File: src/rtl/div_req_ctrl.sv
`default_nettype none
// ============================================================================
// Module   : div_req_ctrl
// Brief    : Queues divide requests, sequences the 8-bit divider and returns
//            quotient/remainder (with divide-by-zero and timeout flags).
// Revision : 1.0 - initial release
// ============================================================================
module div_req_ctrl #(
    parameter int DEPTH   = 4,
    parameter int TIMEOUT = 31
) (
    input  logic       clk,
    input  logic       rst,
    input  logic       req_valid,
    output logic       req_ready,
    input  logic [7:0] req_dividend,
    input  logic [7:0] req_divisor,
    output logic       rsp_valid,
    input  logic       rsp_ready,
    output logic [7:0] rsp_quot,
    output logic [7:0] rsp_rem,
    output logic       rsp_dbz,
    output logic       rsp_err,
    output logic       div_start,
    output logic [7:0] div_inbus1,
    output logic [7:0] div_inbus2,
    input  logic [7:0] div_cat,
    input  logic [7:0] div_rest,
    input  logic       div_done,
    output logic       busy
);
    localparam int AW = (DEPTH > 1) ? $clog2(DEPTH) : 1;
    localparam int CW = $clog2(TIMEOUT + 1);

    localparam logic [AW:0]   C_FULL     = (AW + 1)'(DEPTH);
    localparam logic [AW:0]   C_CNT_ONE  = (AW + 1)'(1);
    localparam logic [AW-1:0] C_PTR_ONE  = AW'(1);
    localparam logic [CW-1:0] C_TMO_LAST = CW'(TIMEOUT - 1);
    localparam logic [CW-1:0] C_TMO_ONE  = CW'(1);

    typedef enum logic [1:0] {
        S_IDLE   = 2'd0,
        S_LAUNCH = 2'd1,
        S_WAIT   = 2'd2,
        S_RESP   = 2'd3
    } state_t;

    logic [15:0]   mem_q [DEPTH];
    logic [AW-1:0] wr_ptr_q, wr_ptr_d, rd_ptr_q, rd_ptr_d;
    logic [AW:0]   count_q, count_d;
    logic          push, pop, load;
    logic [7:0]    head_dividend, head_divisor;

    state_t        state_q, state_d;
    logic [7:0]    a_q, a_d, b_q, b_d;
    logic [7:0]    quot_q, quot_d, rem_q, rem_d;
    logic          dbz_q, dbz_d, err_q, err_d;
    logic          valid_q, valid_d, start_q, start_d, busy_q, busy_d;
    logic [CW-1:0] cnt_q, cnt_d;

    assign req_ready     = (count_q != C_FULL);
    assign push          = req_valid && req_ready;
    assign head_dividend = mem_q[rd_ptr_q][15:8];
    assign head_divisor  = mem_q[rd_ptr_q][7:0];

    always_comb begin
        state_d = state_q;
        a_d     = a_q;
        b_d     = b_q;
        quot_d  = quot_q;
        rem_d   = rem_q;
        dbz_d   = dbz_q;
        err_d   = err_q;
        valid_d = valid_q;
        start_d = 1'b0;
        cnt_d   = cnt_q;
        load    = 1'b0;
        case (state_q)
            S_IDLE:   load = (count_q != '0);
            S_LAUNCH: begin
                cnt_d   = '0;
                state_d = S_WAIT;
            end
            S_WAIT: begin
                // done is tested first so it wins over a coincident timeout
                if (div_done) begin
                    quot_d  = div_cat;
                    rem_d   = div_rest;
                    dbz_d   = 1'b0;
                    err_d   = 1'b0;
                    valid_d = 1'b1;
                    state_d = S_RESP;
                end else if (cnt_q == C_TMO_LAST) begin
                    quot_d  = 8'h00;
                    rem_d   = 8'h00;
                    dbz_d   = 1'b0;
                    err_d   = 1'b1;
                    valid_d = 1'b1;
                    state_d = S_RESP;
                end else begin
                    cnt_d = cnt_q + C_TMO_ONE;
                end
            end
            S_RESP: begin
                if (rsp_ready) begin
                    valid_d = 1'b0;
                    state_d = S_IDLE;
                    load    = (count_q != '0);
                end
            end
            default: state_d = S_IDLE;
        endcase

        // A pop bypasses IDLE: zero divisors answer locally, others launch
        if (load) begin
            a_d = head_dividend;
            b_d = head_divisor;
            if (head_divisor == 8'h00) begin
                quot_d  = 8'hFF;
                rem_d   = head_dividend;
                dbz_d   = 1'b1;
                err_d   = 1'b0;
                valid_d = 1'b1;
                state_d = S_RESP;
            end else begin
                start_d = 1'b1;
                state_d = S_LAUNCH;
            end
        end
        busy_d = (state_d != S_IDLE);
    end

    always_comb begin
        pop      = load;
        wr_ptr_d = push ? (wr_ptr_q + C_PTR_ONE) : wr_ptr_q;
        rd_ptr_d = pop  ? (rd_ptr_q + C_PTR_ONE) : rd_ptr_q;
        count_d  = count_q;
        if (push && !pop) begin
            count_d = count_q + C_CNT_ONE;
        end else if (!push && pop) begin
            count_d = count_q - C_CNT_ONE;
        end
    end

    always_ff @(posedge clk) begin
        if (push) begin
            mem_q[wr_ptr_q] <= {req_dividend, req_divisor};
        end
    end

    always_ff @(posedge clk or negedge rst) begin
        if (!rst) begin
            state_q  <= S_IDLE;
            wr_ptr_q <= '0;
            rd_ptr_q <= '0;
            count_q  <= '0;
            a_q      <= 8'h00;
            b_q      <= 8'h00;
            quot_q   <= 8'h00;
            rem_q    <= 8'h00;
            dbz_q    <= 1'b0;
            err_q    <= 1'b0;
            valid_q  <= 1'b0;
            start_q  <= 1'b0;
            busy_q   <= 1'b0;
            cnt_q    <= '0;
        end else begin
            state_q  <= state_d;
            wr_ptr_q <= wr_ptr_d;
            rd_ptr_q <= rd_ptr_d;
            count_q  <= count_d;
            a_q      <= a_d;
            b_q      <= b_d;
            quot_q   <= quot_d;
            rem_q    <= rem_d;
            dbz_q    <= dbz_d;
            err_q    <= err_d;
            valid_q  <= valid_d;
            start_q  <= start_d;
            busy_q   <= busy_d;
            cnt_q    <= cnt_d;
        end
    end

    assign rsp_valid  = valid_q;
    assign rsp_quot   = quot_q;
    assign rsp_rem    = rem_q;
    assign rsp_dbz    = dbz_q;
    assign rsp_err    = err_q;
    assign div_start  = start_q;
    assign div_inbus1 = a_q;
    assign div_inbus2 = b_q;
    assign busy       = busy_q;

endmodule
`default_nettype wire

File: config.mk
export PLATFORM = sky130hd
export DESIGN_NAME = div_req_ctrl
export DESIGN_NICKNAME = d
export VERILOG_FILES = /design/src/rtl/div_req_ctrl.sv
export SDC_FILE = /design/constraint.sdc
export NUM_CORES = 1
export LEC_CHECK = 0
export ABC_AREA = 1
export BUFFER_PORTS_ARGS = -buffer_cell sky130_fd_sc_hd__buf_2
export CORE_UTILIZATION = 45
export DETAILED_ROUTE_END_ITERATION = 16
export HOLD_SLACK_MARGIN = 0.06
export PLACE_DENSITY = 0.69
export REMOVE_ABC_BUFFERS = 1
export SETUP_SLACK_MARGIN = 0.05
export SLEW_MARGIN = 20
export SYNTH_ARGS = -nofsm -noshare
export SYNTH_HDL_FRONTEND = slang
export SYNTH_SLANG_ARGS = --single-unit
File: constraint.sdc
create_clock -name clk -period 2.6 [get_ports clk]
set_clock_uncertainty 0.15 [all_clocks]
set_input_delay 0 -clock clk [delete_from_list [all_inputs] [get_ports clk]]
set_output_delay 0 -clock clk [all_outputs]
set_load 0.01 [all_outputs]
==> flow_metrics.py <==
metrics = {
    "clock_network": {
        "htreeDepth": 4,
        "cts_buffer_depth": 2,
        "cts_made_buffers": 17,
        "clock_latency_ns": 0.51,
        "cts_num_sinks": 115,
        "clkTransAtPathRegs_ns": 0.06,
        "cts_tree": "built",
        "root_buffer": "clkbuf_8",
    },
    "pwr": {
        "leakagePower_nw": 2.976,
        "powerDensity_nw_per_um2": 1179,
        "vdd_drop_max_mv": 0.7526,
    },
    "synth": {
        "yosys_warnings": 0,
        "ys_seq_elements": 115,
        "ys_async_sr_fraction_pct": 44.35,
        "yosysTopAreaCell": "edfxtp_1",
        "synth_top_area_share_pct": 39.47,
        "synth_area_um2": 4870,
        "yosys.cell_types.count": 31,
        "syn_avg_cell_area_um2": 10.63,
        "synth_most_common_cell": "nand2_1",
        "netlist_top_cells_count": "155 x nand2_1, 64 x edfxtp_1, 51 x dfrtp_1",
        "ys_top_cells_by_area": "edfxtp_1 39%, dfrtp_1 26%, nand2_1 12%",
        "synthCells": 458,
        "synth_edf_count": 64,
        "ys.flop_type": "edfxtp_1",
        "synth_seq_area_share_pct": 65.67,
    },
    "die": {
        "ios": 75,
        "die-area_um2": 11240,
        "std_cell_rows": 37,
        "initial_core_util_pct": 46.75,
        "core_area_um2": 10420,
        "die_x_um": 106.0,
        "die-height_um": 106.0,
    },
    "cells_and_area": {
        "finish.net_count": 651,
        "final_util_pct": 63.09,
        "design_area_um2": 6571,
        "diodes": 0,
        "drive_gt1_share_pct": 21.01,
        "syn_to_final_growth_pct": 34.94,
        "final-instance-count-excl-fill": 750,
    },
    "worst_setup_path": {
        "worstSetupStartpointType": "flip-flop",
        "crit_chain": "inv_1 > ha_1 > nand2_1 > clkinvlp_2 > nand2_1 > dlygate4sd3_1 > nand3_1",
        "max_stage_delay_ns": 0.57,
        "crit_family": "buffers and inverters",
        "crit_buf_inv": 3,
        "slowest_stage": "dlygate4sd3_1",
        "cp-end-kind": "flip-flop",
        "crit_path_frequent_cell": "nand2_1",
        "cp.required_ns": 2.82,
        "cp.arrival_ns": 2.68,
        "path_max_fanout": 9,
        "path_class": "flip-flop to flip-flop",
    },
    "sta": {
        "maxSlewViolCount": 0,
        "period_minus_slack_ns": 2.454,
        "timing.final.crit_share_pct": 94.39,
        "slew_headroom_pct": 51.84,
        "max_freq_mhz": 407.5,
        "setup_viol": 0,
        "grt_setup_unrepaired": "yes",
        "setup_ws_ns": 0.1458,
        "worst_pin_slew_ns": 0.7201,
        "hold_violations": 0,
    },
    "placed_design": {
        "hpwl_um": 6294,
        "gp_congestion": 0.7464,
        "placed_cell_area_um2": 5378,
        "dp_cells": 659,
        "port_buffers": 74,
        "dp_slack_ns": 0.2837,
    },
    "detailed_routing": {
        "dr.max_layer_used": "met4",
        "viasPerCell": 4.832,
        "post_drt_wl_per_cell_um": 14.09,
        "drtAntennaViolNets": 0,
        "routed_wl_um": 10570,
        "wl_met3_um": 664,
        "dr.pass1.iters": 5,
        "wl_met2_um": 5263,
        "num_vias": 3624,
        "wl_met1_um": 4577,
        "drt_iter0_drc": 242,
        "drc": 0,
    },
    "status": {
        "outcome": "completed",
    },
    "global_routing": {
        "track_usage_pct": 19.97,
        "grt_max_degree": 33,
        "grt_pass1_vias": 3566,
        "grt_overflow": 0,
        "antenna_found_initial": 0,
        "grt_pass1_wl_um": 16950,
    },
    "flow_run": {
        "drv_cap": 0,
    },
    "min_path": {
        "hp-class": "input pin to flip-flop",
    },
}
-- layout make-up --
class                      instances  area, um2
clock buffer                      18      427.9
clock inverter                    14      176.4
fill                             825       3845
inverter                          34      132.6
multi-input combinational        290       1430
sequential                       115       3198
tap                              136      170.2
timing repair buffer             142       1031
timing repair inverter             1      5.005
-- cells by family (layout without fill, tap and decap cells) --
logic type / Yosys count / in the layout / synth area share (%)
AO/OA/AOI/OAI: 41 / 41 / 4.625
flip-flops: 115 / 115 / 65.67
adder cells (fa/ha/maj): 13 / 13 / 3.494
XOR/XNOR: 7 / 7 / 1.259
multiplexers: 1 / 1 / 0.2312
AND/OR/NAND/NOR: 228 / 228 / 19.60
buffers and inverters: 53 / 209 / 5.113
-- state kept, by name, summed over array words and instances (netlist names) --
| register | cells |
|---|---|
| rsp_err | 1 |
| wr_ptr_q | 2 |
| div_inbus2 | 8 |
| busy | 1 |
| div_inbus1 | 8 |
| cnt_q | 5 |
| rsp_quot | 8 |
| rsp_rem | 8 |
| rd_ptr_q | 2 |
| state_q | 2 |
| div_start | 1 |
| mem_q | 64 |
| rsp_valid | 1 |
| rsp_dbz | 1 |
| count_q | 3 |
-- layer usage --
layer | track usage [%] | vias to the layer above
met2 | 33.15 | 110
met5 | 0 | -
met1 | 24.31 | 1701
li1 | - | 1809
met4 | 10.42 | 0
met3 | 4.660 | 4
-- power breakdown --
| part | switching [mW] | internal, mW | total (mW) | leakage [nW] |
|---|---|---|---|---|
| logic | 1.66 | 0.977 | 2.64 | 1.47 |
| clock network | 0.830 | 1.49 | 2.32 | 0.280 |
| registers | 0.278 | 2.51 | 2.79 | 1.22 |
-- metrics by stage --
step | hold WS, ns | power, mW | setup TNS [ns]
6_report | 0.08903 | 7.747 | 0
5_1_grt | 0.07463 | 8.272 | -0.01606
4_1_cts | 0.06029 | 7.769 | 0
3_5_place_dp | -0.2124 | 5.325 | 0
3_3_place_gp | -0.2134 | 5.238 | 0
2_1_floorplan | -0.4456 | 4.402 | -0.9914
-- worst paths after layout --
check	slack [ns]	endpoint	cells after the start	startpoint
hold reg to reg	0.33	div_inbus1[0]	2	div_inbus1[0]
setup reg to reg	0.15	rsp_quot[4]	7	state_q[0]
setup / recovery	0.15	rsp_quot[4]	7	state_q[0]
hold / removal	0.09	mem_q[3][1]	2	req_divisor[1]
min in group asynchronous	0.43	busy	4	rst
max in group asynchronous	0.76	rsp_dbz	4	rst
-- cell usage in the layout, fill, tap and decap left out, types with 3 or more instances in the layout --
cell type and n:
nand2_1 155, buf_2 74, edfxtp_1 64, dlygate4sd3_1 55, dfrtp_1 51, nand3_1 44, inv_1 30, o21ai_0 26
nor2_1 18, clkbuf_16 16, ha_1 12, buf_4 12, a21oi_1 6, clkinvlp_4 6, nand4_1 5, xor2_1 5
o22ai_1 3, a22o_1 3, bufinv_16 3, inv_6 3
-- repair_timing --
| action | CTS | global route |
|---|---|---|
| setup buffers | 0 | 3 |
| resized for setup | 0 | 2 |
| endpoints found under the hold margin | 152 | 0 |
| setup endpoints to repair | 0 | 10 |
| hold buffers | 55 | 0 |
Note: power is estimated with default switching activity, not from simulation.
